`src/rtl/copperv_lsu.sv`:
```
// copperv load/store unit: sized, lane-steered data bus accesses, one at a time.
// Optional wait-state watchdog is built when LSU_TIMEOUT_EN is defined.
module copperv_lsu #(
  parameter int DATA_WIDTH     = 32,
  parameter int ADDR_WIDTH     = 32,
  parameter int RESP_WIDTH     = 2,
  parameter int TIMEOUT_CYCLES = 64
) (
  input  logic                    clk,
  input  logic                    rst,
  input  logic                    req_valid,
  output logic                    req_ready,
  input  logic                    req_store,
  input  logic [1:0]              req_size,
  input  logic                    req_unsigned,
  input  logic [ADDR_WIDTH-1:0]   req_addr,
  input  logic [DATA_WIDTH-1:0]   req_wdata,
  output logic                    done_valid,
  output logic [1:0]              done_err,
  output logic [DATA_WIDTH-1:0]   done_rdata,
  output logic                    dr_addr_valid,
  input  logic                    dr_addr_ready,
  output logic [ADDR_WIDTH-1:0]   dr_addr,
  input  logic                    dr_data_valid,
  output logic                    dr_data_ready,
  input  logic [DATA_WIDTH-1:0]   dr_data,
  output logic                    dw_data_addr_valid,
  input  logic                    dw_data_addr_ready,
  output logic [ADDR_WIDTH-1:0]   dw_addr,
  output logic [DATA_WIDTH-1:0]   dw_data,
  output logic [DATA_WIDTH/8-1:0] dw_strobe,
  input  logic                    dw_resp_valid,
  output logic                    dw_resp_ready,
  input  logic [RESP_WIDTH-1:0]   dw_resp
);

  localparam int S  = DATA_WIDTH / 8;
  localparam int LW = $clog2(S);
  localparam logic [RESP_WIDTH-1:0] DATA_WRITE_RESP_OK = '0;

  if (DATA_WIDTH != 32 && DATA_WIDTH != 64) begin : g_bad_dw
    $error("copperv_lsu: DATA_WIDTH must be 32 or 64");
  end
  if (TIMEOUT_CYCLES < 2) begin : g_bad_to
    $error("copperv_lsu: TIMEOUT_CYCLES must be at least 2");
  end

  typedef enum logic [2:0] {
    IDLE,
    RD_ADDR,
    RD_DATA,
    WR_REQ,
    WR_RESP,
    DONE
  } state_t;

  state_t state;
  state_t next;

  logic [ADDR_WIDTH-1:0] addr_q;
  logic [LW-1:0]         lane_q;
  logic [1:0]            size_q;
  logic                  uns_q;

  logic                  misal;
  logic                  tmo;
  logic [1:0]            err_d;
  logic [DATA_WIDTH-1:0] rdata_d;
  logic [DATA_WIDTH-1:0] shifted;
  logic [DATA_WIDTH-1:0] ld_mask;
  logic                  ld_sign;
  logic [DATA_WIDTH-1:0] ld_ext;
  logic [DATA_WIDTH-1:0] wrep;
  logic [S-1:0]          nbytes;
  logic                  accept;

  assign req_ready          = (state == IDLE);
  assign accept             = req_ready && req_valid;
  assign dr_addr_valid      = (state == RD_ADDR);
  assign dr_data_ready      = (state == RD_DATA);
  assign dw_data_addr_valid = (state == WR_REQ);
  assign dw_resp_ready      = (state == WR_RESP);
  assign done_valid         = (state == DONE);
  assign dr_addr            = addr_q;
  assign dw_addr            = addr_q;

  always_comb begin
    misal = 1'b0;
    unique case (req_size)
      2'd0:    misal = 1'b0;
      2'd1:    misal = req_addr[0];
      2'd2:    misal = |req_addr[1:0];
      default: misal = (DATA_WIDTH != 64) || (|req_addr[2:0]);
    endcase
  end

  // Store data is replicated so every lane carries it; strobes pick the lane.
  always_comb begin
    wrep   = req_wdata;
    nbytes = '1;
    unique case (req_size)
      2'd0: begin
        wrep   = {S{req_wdata[7:0]}};
        nbytes = S'(1);
      end
      2'd1: begin
        wrep   = {(S/2){req_wdata[15:0]}};
        nbytes = S'(3);
      end
      2'd2: begin
        wrep   = {(S/4){req_wdata[31:0]}};
        nbytes = S'(15);
      end
      default: begin
        wrep   = req_wdata;
        nbytes = '1;
      end
    endcase
  end

  assign shifted = dr_data >> {lane_q, 3'b000};

  always_comb begin
    ld_mask = '1;
    ld_sign = 1'b0;
    unique case (size_q)
      2'd0: begin
        ld_mask = DATA_WIDTH'(8'hff);
        ld_sign = shifted[7];
      end
      2'd1: begin
        ld_mask = DATA_WIDTH'(16'hffff);
        ld_sign = shifted[15];
      end
      2'd2: begin
        ld_mask = DATA_WIDTH'(32'hffff_ffff);
        ld_sign = shifted[31];
      end
      default: begin
        ld_mask = '1;
        ld_sign = 1'b0;
      end
    endcase
    ld_ext = shifted & ld_mask;
    if (!uns_q && ld_sign) ld_ext = ld_ext | ~ld_mask;
  end

`ifdef LSU_TIMEOUT_EN
  localparam int CW = $clog2(TIMEOUT_CYCLES + 1);
  logic [CW-1:0] cnt;
  logic          wait_st;

  assign wait_st = (state == RD_ADDR) || (state == RD_DATA)
                || (state == WR_REQ)  || (state == WR_RESP);

  always_ff @(posedge clk) begin
    if (!rst || next != state) cnt <= '0;
    else if (wait_st)          cnt <= cnt + CW'(1);
  end

  assign tmo = wait_st && (cnt == CW'(TIMEOUT_CYCLES - 1));
`else
  assign tmo = 1'b0;
`endif

  always_ff @(posedge clk) begin
    if (!rst) state <= IDLE;
    else      state <= next;
  end

  // A handshake seen in the timeout cycle takes priority over the timeout.
  always_comb begin
    next    = state;
    err_d   = 2'd0;
    rdata_d = '0;
    unique case (state)
      IDLE: begin
        if (req_valid) begin
          if (misal) begin
            next  = DONE;
            err_d = 2'd2;
          end else if (req_store) begin
            next = WR_REQ;
          end else begin
            next = RD_ADDR;
          end
        end
      end
      RD_ADDR: begin
        if (dr_addr_ready) begin
          next = RD_DATA;
        end else if (tmo) begin
          next  = DONE;
          err_d = 2'd3;
        end
      end
      RD_DATA: begin
        if (dr_data_valid) begin
          next    = DONE;
          rdata_d = ld_ext;
        end else if (tmo) begin
          next  = DONE;
          err_d = 2'd3;
        end
      end
      WR_REQ: begin
        if (dw_data_addr_ready) begin
          next = WR_RESP;
        end else if (tmo) begin
          next  = DONE;
          err_d = 2'd3;
        end
      end
      WR_RESP: begin
        if (dw_resp_valid) begin
          next  = DONE;
          err_d = (dw_resp == DATA_WRITE_RESP_OK) ? 2'd0 : 2'd1;
        end else if (tmo) begin
          next  = DONE;
          err_d = 2'd3;
        end
      end
      DONE:    next = IDLE;
      default: next = IDLE;
    endcase
  end

  always_ff @(posedge clk) begin
    if (!rst) begin
      addr_q     <= '0;
      lane_q     <= '0;
      size_q     <= '0;
      uns_q      <= 1'b0;
      dw_data    <= '0;
      dw_strobe  <= '0;
      done_err   <= '0;
      done_rdata <= '0;
    end else begin
      done_err   <= err_d;
      done_rdata <= rdata_d;
      if (accept) begin
        addr_q    <= {req_addr[ADDR_WIDTH-1:LW], LW'(0)};
        lane_q    <= req_addr[LW-1:0];
        size_q    <= req_size;
        uns_q     <= req_unsigned;
        dw_data   <= wrep;
        dw_strobe <= nbytes << req_addr[LW-1:0];
      end
    end
  end

endmodule

```
`config.mk`:
```
export PLATFORM = sky130hd
export DESIGN_NAME = copperv_lsu
export DESIGN_NICKNAME = d
export VERILOG_FILES = /design/src/rtl/copperv_lsu.sv
export SDC_FILE = /design/constraint.sdc
export NUM_CORES = 1
export LEC_CHECK = 0
export ABC_CLOCK_PERIOD_IN_PS = 2400
export CORE_MARGIN = 2
export CORE_UTILIZATION = 49
export DETAILED_ROUTE_END_ITERATION = 8
export DONT_BUFFER_PORTS = 1
export GPL_TIMING_DRIVEN = 0
export PLACE_DENSITY_LB_ADDON = 0.1
export SLEW_MARGIN = 25
export SYNTH_ARGS = -nofsm -noshare
export SYNTH_HDL_FRONTEND = slang
export SYNTH_SLANG_ARGS = --single-unit
```
`constraint.sdc`:
```
create_clock -name clk -period 2.4 [get_ports clk]
set_clock_uncertainty 0.05 [all_clocks]
set_input_delay 0.36 -clock clk [delete_from_list [all_inputs] [get_ports clk]]
set_output_delay 0.36 -clock clk [all_outputs]
set_load 0.05 [all_outputs]
```
---- Word level (Yosys, flattened, before mapping) ----
Index checks and enable logic that the tools add are counted.
word-level totals
  bits in writable memories ............... 0
  input port bits ......................... 109
  output and inout port bits .............. 140
  memories kept ........................... 0
  memory bits (read-only) ................. 0
  word-level logic and storage cells ...... 57
  bits in latches ......................... 0
  register bits after elaboration ......... 108
operators by class
  $mul .................................... 0
  bitwise logic cells ..................... 3
  add/sub/neg operators ................... 0
  divide/modulo/power cells ............... 0
  reduce and logical (&&, ||, !) cells .... 10
  $lt $le $gt $ge ......................... 0
  muxes and demuxes ....................... 19
  shift-type cells ........................ 2
  equal/unequal tests ..................... 14
operator list
  kind                  count
  $pmux W32 S2          2
  $and A32 B32 Y32      1
  $mux W32              1
  $not A32 Y32          1
  $or A32 B32 Y32       1
  $shr A32 B5 Y32       1
  $mux W3               6
  $pmux W3 S5           1
  $pmux W4 S2           1
  $eq A3 B2 Y1 const B  2
  $eq A3 B3 Y1 const B  2
  $logic_not A2 Y1      3
  $mux W2               3
  $ne A2 B2 Y1 const B  3
  $pmux W1 S3           2
  $reduce_and A5 Y1     1
  $eq A2 B1 Y1 const B  2
  $eq A2 B2 Y1 const B  2
  $ne A2 B1 Y1 const B  2
  $pmux W2 S2           1
  $shl A4 B2 Y4         1
  $eq A3 B1 Y1 const B  1
  $logic_not A3 Y1      1
  $reduce_and A3 Y1     1
  other kinds (4)       6

---- Logic depth before layout (Yosys ltp) ----
Gate-level depths: netlist of run 1.
  depth in word-level cells ............... 5
  gate-level depth with buffers ........... 8
  depth with buffers taken out ............ 4

---- Worst setup path after synthesis of run 1 ----
No wires, ideal clock.
  path type ............................... register -> register
  start point ............................. register state[1]
  end point ............................... register dw_data[22]
  stages on the path, launching flop included .. 9
  data required time ...................... 2.234 ns
  path buffers ............................ 4
  clock period less this slack ............ 2.667 ns
  data arrival time ....................... 2.501 ns
  setup time .............................. 0.116 ns
  slack ................................... -0.267 ns
  path through ............................ dfxtp_1 > clkbuf_1 > nor3_1 > and2_1 > clkbuf_1 > buf_2 > buf_2 > nand2_1 > o211a_1
between the ends
  cells in the longest elaborated chain, start to end .. 2
ends and longest elaborated chain
  what                    RTL line  RTL
  start, declared         57        state_t state;
  start signal, assigned  168       else state <= next;
  $logic_not A3 Y1        77        assign req_ready = (state == IDLE);
  named net req_ready     12        output logic req_ready,
  $logic_and A1 B1 Y1     78        assign accept = req_ready && req_valid;
  end signal, assigned    246       dw_data <= wrep;
  end, declared           30        output logic [DATA_WIDTH-1:0] dw_data,
The timed path passes the listed nets, and every way through them passes these cells.
A chain may end at the register's enable or synchronous reset.

---- Worst setup path after layout of run 1 ----
  start point ............................. register state[0]
  end point ............................... output port done_valid
between the ends
  cells in the longest elaborated chain, start to end .. 1
ends and longest elaborated chain
  what           RTL line  RTL
  $eq A3 B3 Y1   83        assign done_valid = (state == DONE);
  end, declared  18        output logic done_valid,
Every way passes these cells.

==> results of run 1 <==
worst max-delay path, stage by stage, from the launching register on:
cell,delay [ns]
dfxtp_1,0.44
buf_1,0.47
and3_1,0.57
synthesized netlist by cell type:
master	count
o211a_1	18
o221a_2	1
nor2_1	17
buf_6	2
buf_4	34
nand2b_1	2
or3_4	1
nand4b_4	1
and3_1	2
a21bo_2	4
nor3b_1	1
a21boi_1	2
nor2b_1	15
dfxtp_1	108
nand4_1	1
a211oi_1	17
nor4bb_1	1
nand3b_1	3
conb_1	1
mux4_2	1
a2bb2oi_1	1
o21ai_0	38
buf_2	5
mux2i_1	34
a21oi_1	14
nand2_1	131
or4b_2	1
or2_2	1
clkbuf_1	31
and2_1	9
a21bo_1	3
nand3_1	10
nor3_1	6
o211ai_1	1
inv_1	2
a21boi_0	50
o22ai_1	3
buf_1	6
how the worst min path moves through the flow:
stage	startpoint	end	slack, ns
global route	dr_data[29]	done_rdata[29]	0.03
global placement	uns_q	uns_q	0.42
CTS	dr_data[28]	done_rdata[28]	0.04
floorplan	uns_q	uns_q	0.39
finish	dr_data[28]	done_rdata[28]	0.05
detailed placement	dr_data[28]	done_rdata[28]	0.43
power by group through the flow:
stage               Combinational, mW  Sequential (mW)  Clock, mW
detailed placement               2.02             3.55          0
floorplan                        1.71             3.45          0
global placement                 1.98             3.54          0
CTS                              2.05             3.51       1.19
global route                     2.22             3.56       1.27
finish                           2.03             3.51       1.17
stage by stage:
step           power, mW  setup TNS [ns]  area [µm²]
2_1_floorplan       5.15               0        4980
3_3_place_gp        5.52           -7.57        5150
3_5_place_dp        5.57           -6.92        5160
4_1_cts             6.75               0        5390
5_1_grt             7.04               0        5390
6_report            6.71               0        5390
sequential cells by signal, summed over array words and instances, names as in the netlist:
name / count
done_rdata: 32
dw_data: 32
dr_addr: 30
dw_strobe: 4
state: 3
done_err: 2
lane_q: 2
size_q: 2
uns_q: 1
cells by family after synthesis:
logic type | Yosys count
mux | 35
simple gates | 202
compound gates | 152
flops | 108
buf+inv | 80
other cells | 1
routing by layer:
layer	GRT usage [%]	wire length (µm)	vias up
li1	-	-	1960
met1	26.3	5020	1949
met2	42.7	7000	179
met3	10.1	1360	9
met4	4.95	83	0
met5	0	0	-
final cells by class:
cell class / count / area, µm²
Buffer: 76 / 440
Clock buffer: 12 / 155
Clock inverter: 4 / 56.3
Fill cell: 941 / 4430
Inverter: 2 / 7.51
Multi-Input combinational cell: 393 / 2390
Sequential cell: 108 / 2160
Tap cell: 133 / 166
Timing Repair Buffer: 2 / 11.3
what timing repair did:
action,4_1_cts,5_1_grt
pin swaps,1,2
endpoints found under the setup margin,71,56
resized for setup,5,4
==> run summary, run 1 <==
status: finished clean
clk slew on worst S/H paths: 0.10 ns
Net Sw Frac: 50.2%
syn avg cell area: 8.58 µm²
# nets final: 701
Initial Util: 50.5%
dpl hpwl: 10400 µm
main combinational cell family by area after synthesis: compound AO/OA/AOI/OAI gates
crit path from: state[0]
fin cells: 730
Final WS setup: 0.162 ns
Distinct cells, synth: 38
register area share after synthesis: 43.6%
DR WL/cell: 18.5 µm
Reg2Reg Setup Slack: 0.26 ns
Internal: 3.34 mW
Max Fclk: 447 MHz
first-pass GRT wire length: 20900 µm
VDD IR max: 0.000589 V
Yosys reg bits: 108
Final Core Density: 54.9%
hold path depth: 1
pre-CTS WS: -0.246 ns
yosys warns: 0
Post-Synth Simple-Gate Area: 18.3%
dpl cells: 716
clock buffer depth: 2
crit path kind: reg2out
Yosys top cell by area: dfxtp_1
GRT overflow: 0
fin crit share: 93.2%
Worst R2R Path Depth: 6
commonest non-fill, non-tap cell in the layout: nand2_1
commonest cells after routing, fill and taps aside: nand2_1, dfxtp_1, a21boi_0
Core Box Area: 0.00982 mm²
GP Congestion: 0.919
maxcap violations: 0
CP Capture Point: done_valid
reg-to-reg critical path startpoint: lane_q[1]
Max transition margin: 41.0%
CP arrival: 1.83 ns
Startpoint Class: register
ranking of synthesized cells by area: dfxtp_1, nand2_1, a21boi_0
initial antenna violation count: 0
routed wire length: 13500 µm
Die Ht: 105 µm
final routed DRC violation total: 0
hold buffer count at CTS: 0
Clock power frac: 17.4%
CTS tree: done
Max Slew Vio Count: 0
n_diodes: 0
Final Setup Violations: 0
Fin. Hold Viols: 0
Buffers on Ports: 0
worst-margin pin slew: 0.882 ns
area share of fa/ha/maj cells after synthesis: 0%
mux contribution to synthesized area: 7.31%
die area: 0.0109 mm²
Reg power frac: 52.3%
vias per cell: 5.61
Static Leak: 2.26 nW
DR vias: 4097
RSZ-0062 raised after global routing: no
Combinational Power Share: 30.3%
RR Endpoint: done_rdata[8]
post-CTS setup repair buffer count: 0
fraction of layout cells with a size suffix above 1: 12.6%
Die W: 105 µm
worst skew pair latency: 0.36 ns
complex-gate fraction of the synthesized area: 21.7%
Mapped Area: 0.00496 mm²
CP required: 1.99 ns
Syn-to-layout area delta: 8.70%
CTS Root Cell: clkbuf_8
DRT Pass-1 Iters: 5
Post-Synth XOR/XNOR Area: 0%
Hold WC Path Type: in2reg
CP max FO: 10
# IOs: 249
switching power: 3.37 mW
GRT Resource Usage Total: 23.8%
CTS buffer count: 9
initial DRC count: 214
largest net degree at the start of global routing: 18
crit path time final: 2.24 ns
clk sinks: 108
P per Cell Area: 1240 mW/mm²
worst hold slack: 0.0512 ns
Synth top area share: 43.6%
Worst setup EP type: output pin
Cells after Synth: 578
vias in the first global route: 3989
Routed Antenna Nets: 0
H-tree Lvls: 3
Row Count: 36
Note: power is estimated with default switching activity, not from simulation.
==> run 2, diff against run 1 <==
--- a/config.mk
+++ b/config.mk
@@ -5,11 +5,10 @@
 export SDC_FILE = /design/constraint.sdc
 export NUM_CORES = 1
 export LEC_CHECK = 0
-export ABC_CLOCK_PERIOD_IN_PS = 2400
+export ABC_CLOCK_PERIOD_IN_PS = 2000
 export CORE_MARGIN = 2
-export CORE_UTILIZATION = 49
+export CORE_UTILIZATION = 37
 export DETAILED_ROUTE_END_ITERATION = 8
-export DONT_BUFFER_PORTS = 1
 export GPL_TIMING_DRIVEN = 0
 export PLACE_DENSITY_LB_ADDON = 0.1
 export SLEW_MARGIN = 25
==> constraint.sdc (replaced) <==
create_clock -name clk -period 2 [get_ports clk]
set_clock_uncertainty 0.05 [all_clocks]
set_input_delay 0.3 -clock clk [delete_from_list [all_inputs] [get_ports clk]]
set_output_delay 0.3 -clock clk [all_outputs]
set_load 0.05 [all_outputs]
==> run 2 against run 1 <==
Compared with the run above:
- register-to-register slack lost 0.20 ns
- die area increased by 31%
- non-clock buffer count is 243 higher
- first-iteration DRC count up 17%
- sequential power is 19% lower
- utilization rose by 6.1 points
- cell count grew 39%
- sequential share of layout area fell by 13 points
- sequential cell count is the same
- critical path type unchanged
- critical endpoint is now dw_addr[11]
==> run summary, run 2 (synthesized netlist as in run 1, its figures left out) <==
initial antenna violation count: 0 (unchanged)
Max Fclk: 509 MHz
clk sinks: 108 (unchanged)
P per Cell Area: 1210 mW/mm² (was 1240 mW/mm²)
crit path time final: 1.96 ns
Routed Antenna Nets: 0 (unchanged)
Max transition margin: 61.0% (was 41.0%)
hold path start: dw_data[25] (was dr_data[28])
reg-to-reg critical path startpoint: lane_q[0] (was lane_q[1])
routed wire length: 15900 µm (was 13500 µm)
Static Leak: 3.58 nW (was 2.26 nW)
clock buffer depth: 2 (unchanged)
crit path kind: reg2out (unchanged)
GP Congestion: 0.872 (was 0.919)
largest net degree at the start of global routing: 19 (was 18)
worst skew pair latency: 0.35 ns (was 0.36 ns)
CP max FO: 3 (was 10)
Hold WC Path Type: reg2reg (was in2reg)
setup TNS: 0 ns (unchanged)
DRT Pass-1 Iters: 4 (was 5)
die area: 0.0144 mm² (was 0.0109 mm²)
commonest non-fill, non-tap cell in the layout: clkdlybuf4s50_1 (was nand2_1)
initial DRC count: 251 (was 214)
Buffers on Ports: 244 (was 0)
worst hold slack: 0.420 ns (was 0.0512 ns)
fin crit share: 98.2%
Die Ht: 120 µm (was 105 µm)
VDD IR max: 0.000751 V (was 0.000589 V)
Initial Util: 37.6% (was 50.5%)
CTS tree: done (unchanged)
Reg2Reg Setup Slack: 0.06 ns (was 0.26 ns)
Worst R2R Path Depth: 6 (unchanged)
vias in the first global route: 4824 (was 3989)
clk slew on worst S/H paths: 0.07 ns (was 0.10 ns)
H-tree Lvls: 3 (unchanged)
CTS Root Cell: clkbuf_16 (was clkbuf_8)
Die W: 120 µm (was 105 µm)
first-pass GRT wire length: 25000 µm (was 20900 µm)
GRT overflow: 0 (unchanged)
# nets final: 944 (was 701)
Fin. Hold Viols: 0 (unchanged)
commonest cells after routing, fill and taps aside: clkdlybuf4s50_1, nand2_1, dfxtp_1 (was nand2_1, dfxtp_1, a21boi_0)
CP required: 1.65 ns (was 1.99 ns)
final routed DRC violation total: 0 (unchanged)
status: finished clean (unchanged)
DR WL/cell: 15.7 µm (was 18.5 µm)
RR Endpoint: done_rdata[30] (was done_rdata[8])
hold endpoint: dw_data[25] (was done_rdata[28])
DR vias: 4947 (was 4097)
Startpoint Class: register (unchanged)
fraction of layout cells with a size suffix above 1: 10.7% (was 12.6%)
worst-margin pin slew: 0.585 ns (was 0.882 ns)
# IOs: 249 (unchanged)
filler cell count in the final layout: 1183 (was 941)
Worst setup EP type: output pin (unchanged)
Max Slew Vio Count: 0 (unchanged)
hold path depth: 2 (was 1)
GRT Resource Usage Total: 22.1% (was 23.8%)
Core Box Area: 0.0132 mm² (was 0.00982 mm²)
CTS buffer count: 9 (unchanged)
Syn-to-layout area delta: 62.2% (was 8.70%)
RSZ-0062 raised after global routing: no (unchanged)
maxcap violations: 0 (unchanged)
dpl hpwl: 12400 µm (was 10400 µm)
vias per cell: 4.87 (was 5.61)
Row Count: 42 (was 36)
CP arrival: 1.61 ns (was 1.83 ns)
Final Setup Violations: 0 (unchanged)
n_diodes: 0 (unchanged)
==> run 2: cell types whose count changed in the layout (fill, tap and decap cells not counted), moves of 3 or more <==
cell,delta
dlygate4sd2_1,+5
clkdlybuf4s50_1,+216
buf_1,-3
clkbuf_16,+9
clkbuf_8,-11
buf_2,+6
clkbuf_4,+3
dlymetal6s2s_1,+19
clkbuf_1,-8
==> run 2: timing repair <==
item,CTS,global route
hold buffers,0,0
cloned,1,0
buffers inserted,3,0
endpoints found under the setup margin,82,58
resized for setup,32,32
==> run 2: worst max path at each step <==
stage / start / to / slack [ns] / cells after the start
global route: dr_addr[11] / dw_addr[11] / 0.002 / 2
finish: dr_addr[11] / dw_addr[11] / 0.04 / 2
CTS: dr_addr[31] / dw_addr[31] / 0.002 / 2
detailed placement: req_valid / dw_data[26] / -0.56 / 6
global placement: req_valid / lane_q[1] / -0.51 / 6
floorplan: state[1] / dw_data[22] / -0.18 / 8
==> run 2: worst max-delay path, cell delays in order, from the launching register on <==
cell,delay [ns]
dfxtp_1,0.36
buf_4,0.12
clkdlybuf4s50_1,0.78
==> run 2: where the power goes <==
part	switching [mW]	leakage [nW]	total (mW)	internal (mW)
Sequential	0.282	0.882	2.85	2.57
Clock	0.834	0.152	1.94	1.10
Combinational	3.21	2.55	4.98	1.76
Total	4.33	3.58	9.77	5.44
==> run 2: area by class of cell <==
class                           instances  area (µm²)  share of cell area (%)
Inverter                                2        7.51                  0.0933
Clock buffer                            9         225                    2.80
Multi-Input combinational cell        393        2380                    29.6
Buffer                                 73         442                    5.49
Clock inverter                          7         101                    1.26
Timing Repair Buffer                  248        2510                    31.1
Tap cell                              176         220                    2.74
Sequential cell                       108        2160                    26.9
==> run 2: stage by stage <==
stage	instance area (µm²)	std cells	setup slack, ns	util, %	total power [mW]
final	8050	1016	0.0364	61.0	9.77
after global routing	8050	1016	0.00193	61.0	10.2
after CTS	8000	1017	0.00165	60.6	9.85
after detailed placement	7650	1001	-0.556	58.0	7.91
after global placement	7650	1001	-0.513	58.0	7.85
after floorplan	4990	581	-0.178	-	6.19
==> run 2: metal layers <==
layer	global-route usage, %	part of all wire, %
met1	25.5	40
met2	39.6	51
met3	5.61	7.3
met4	7.50	1.6
met5	0	0
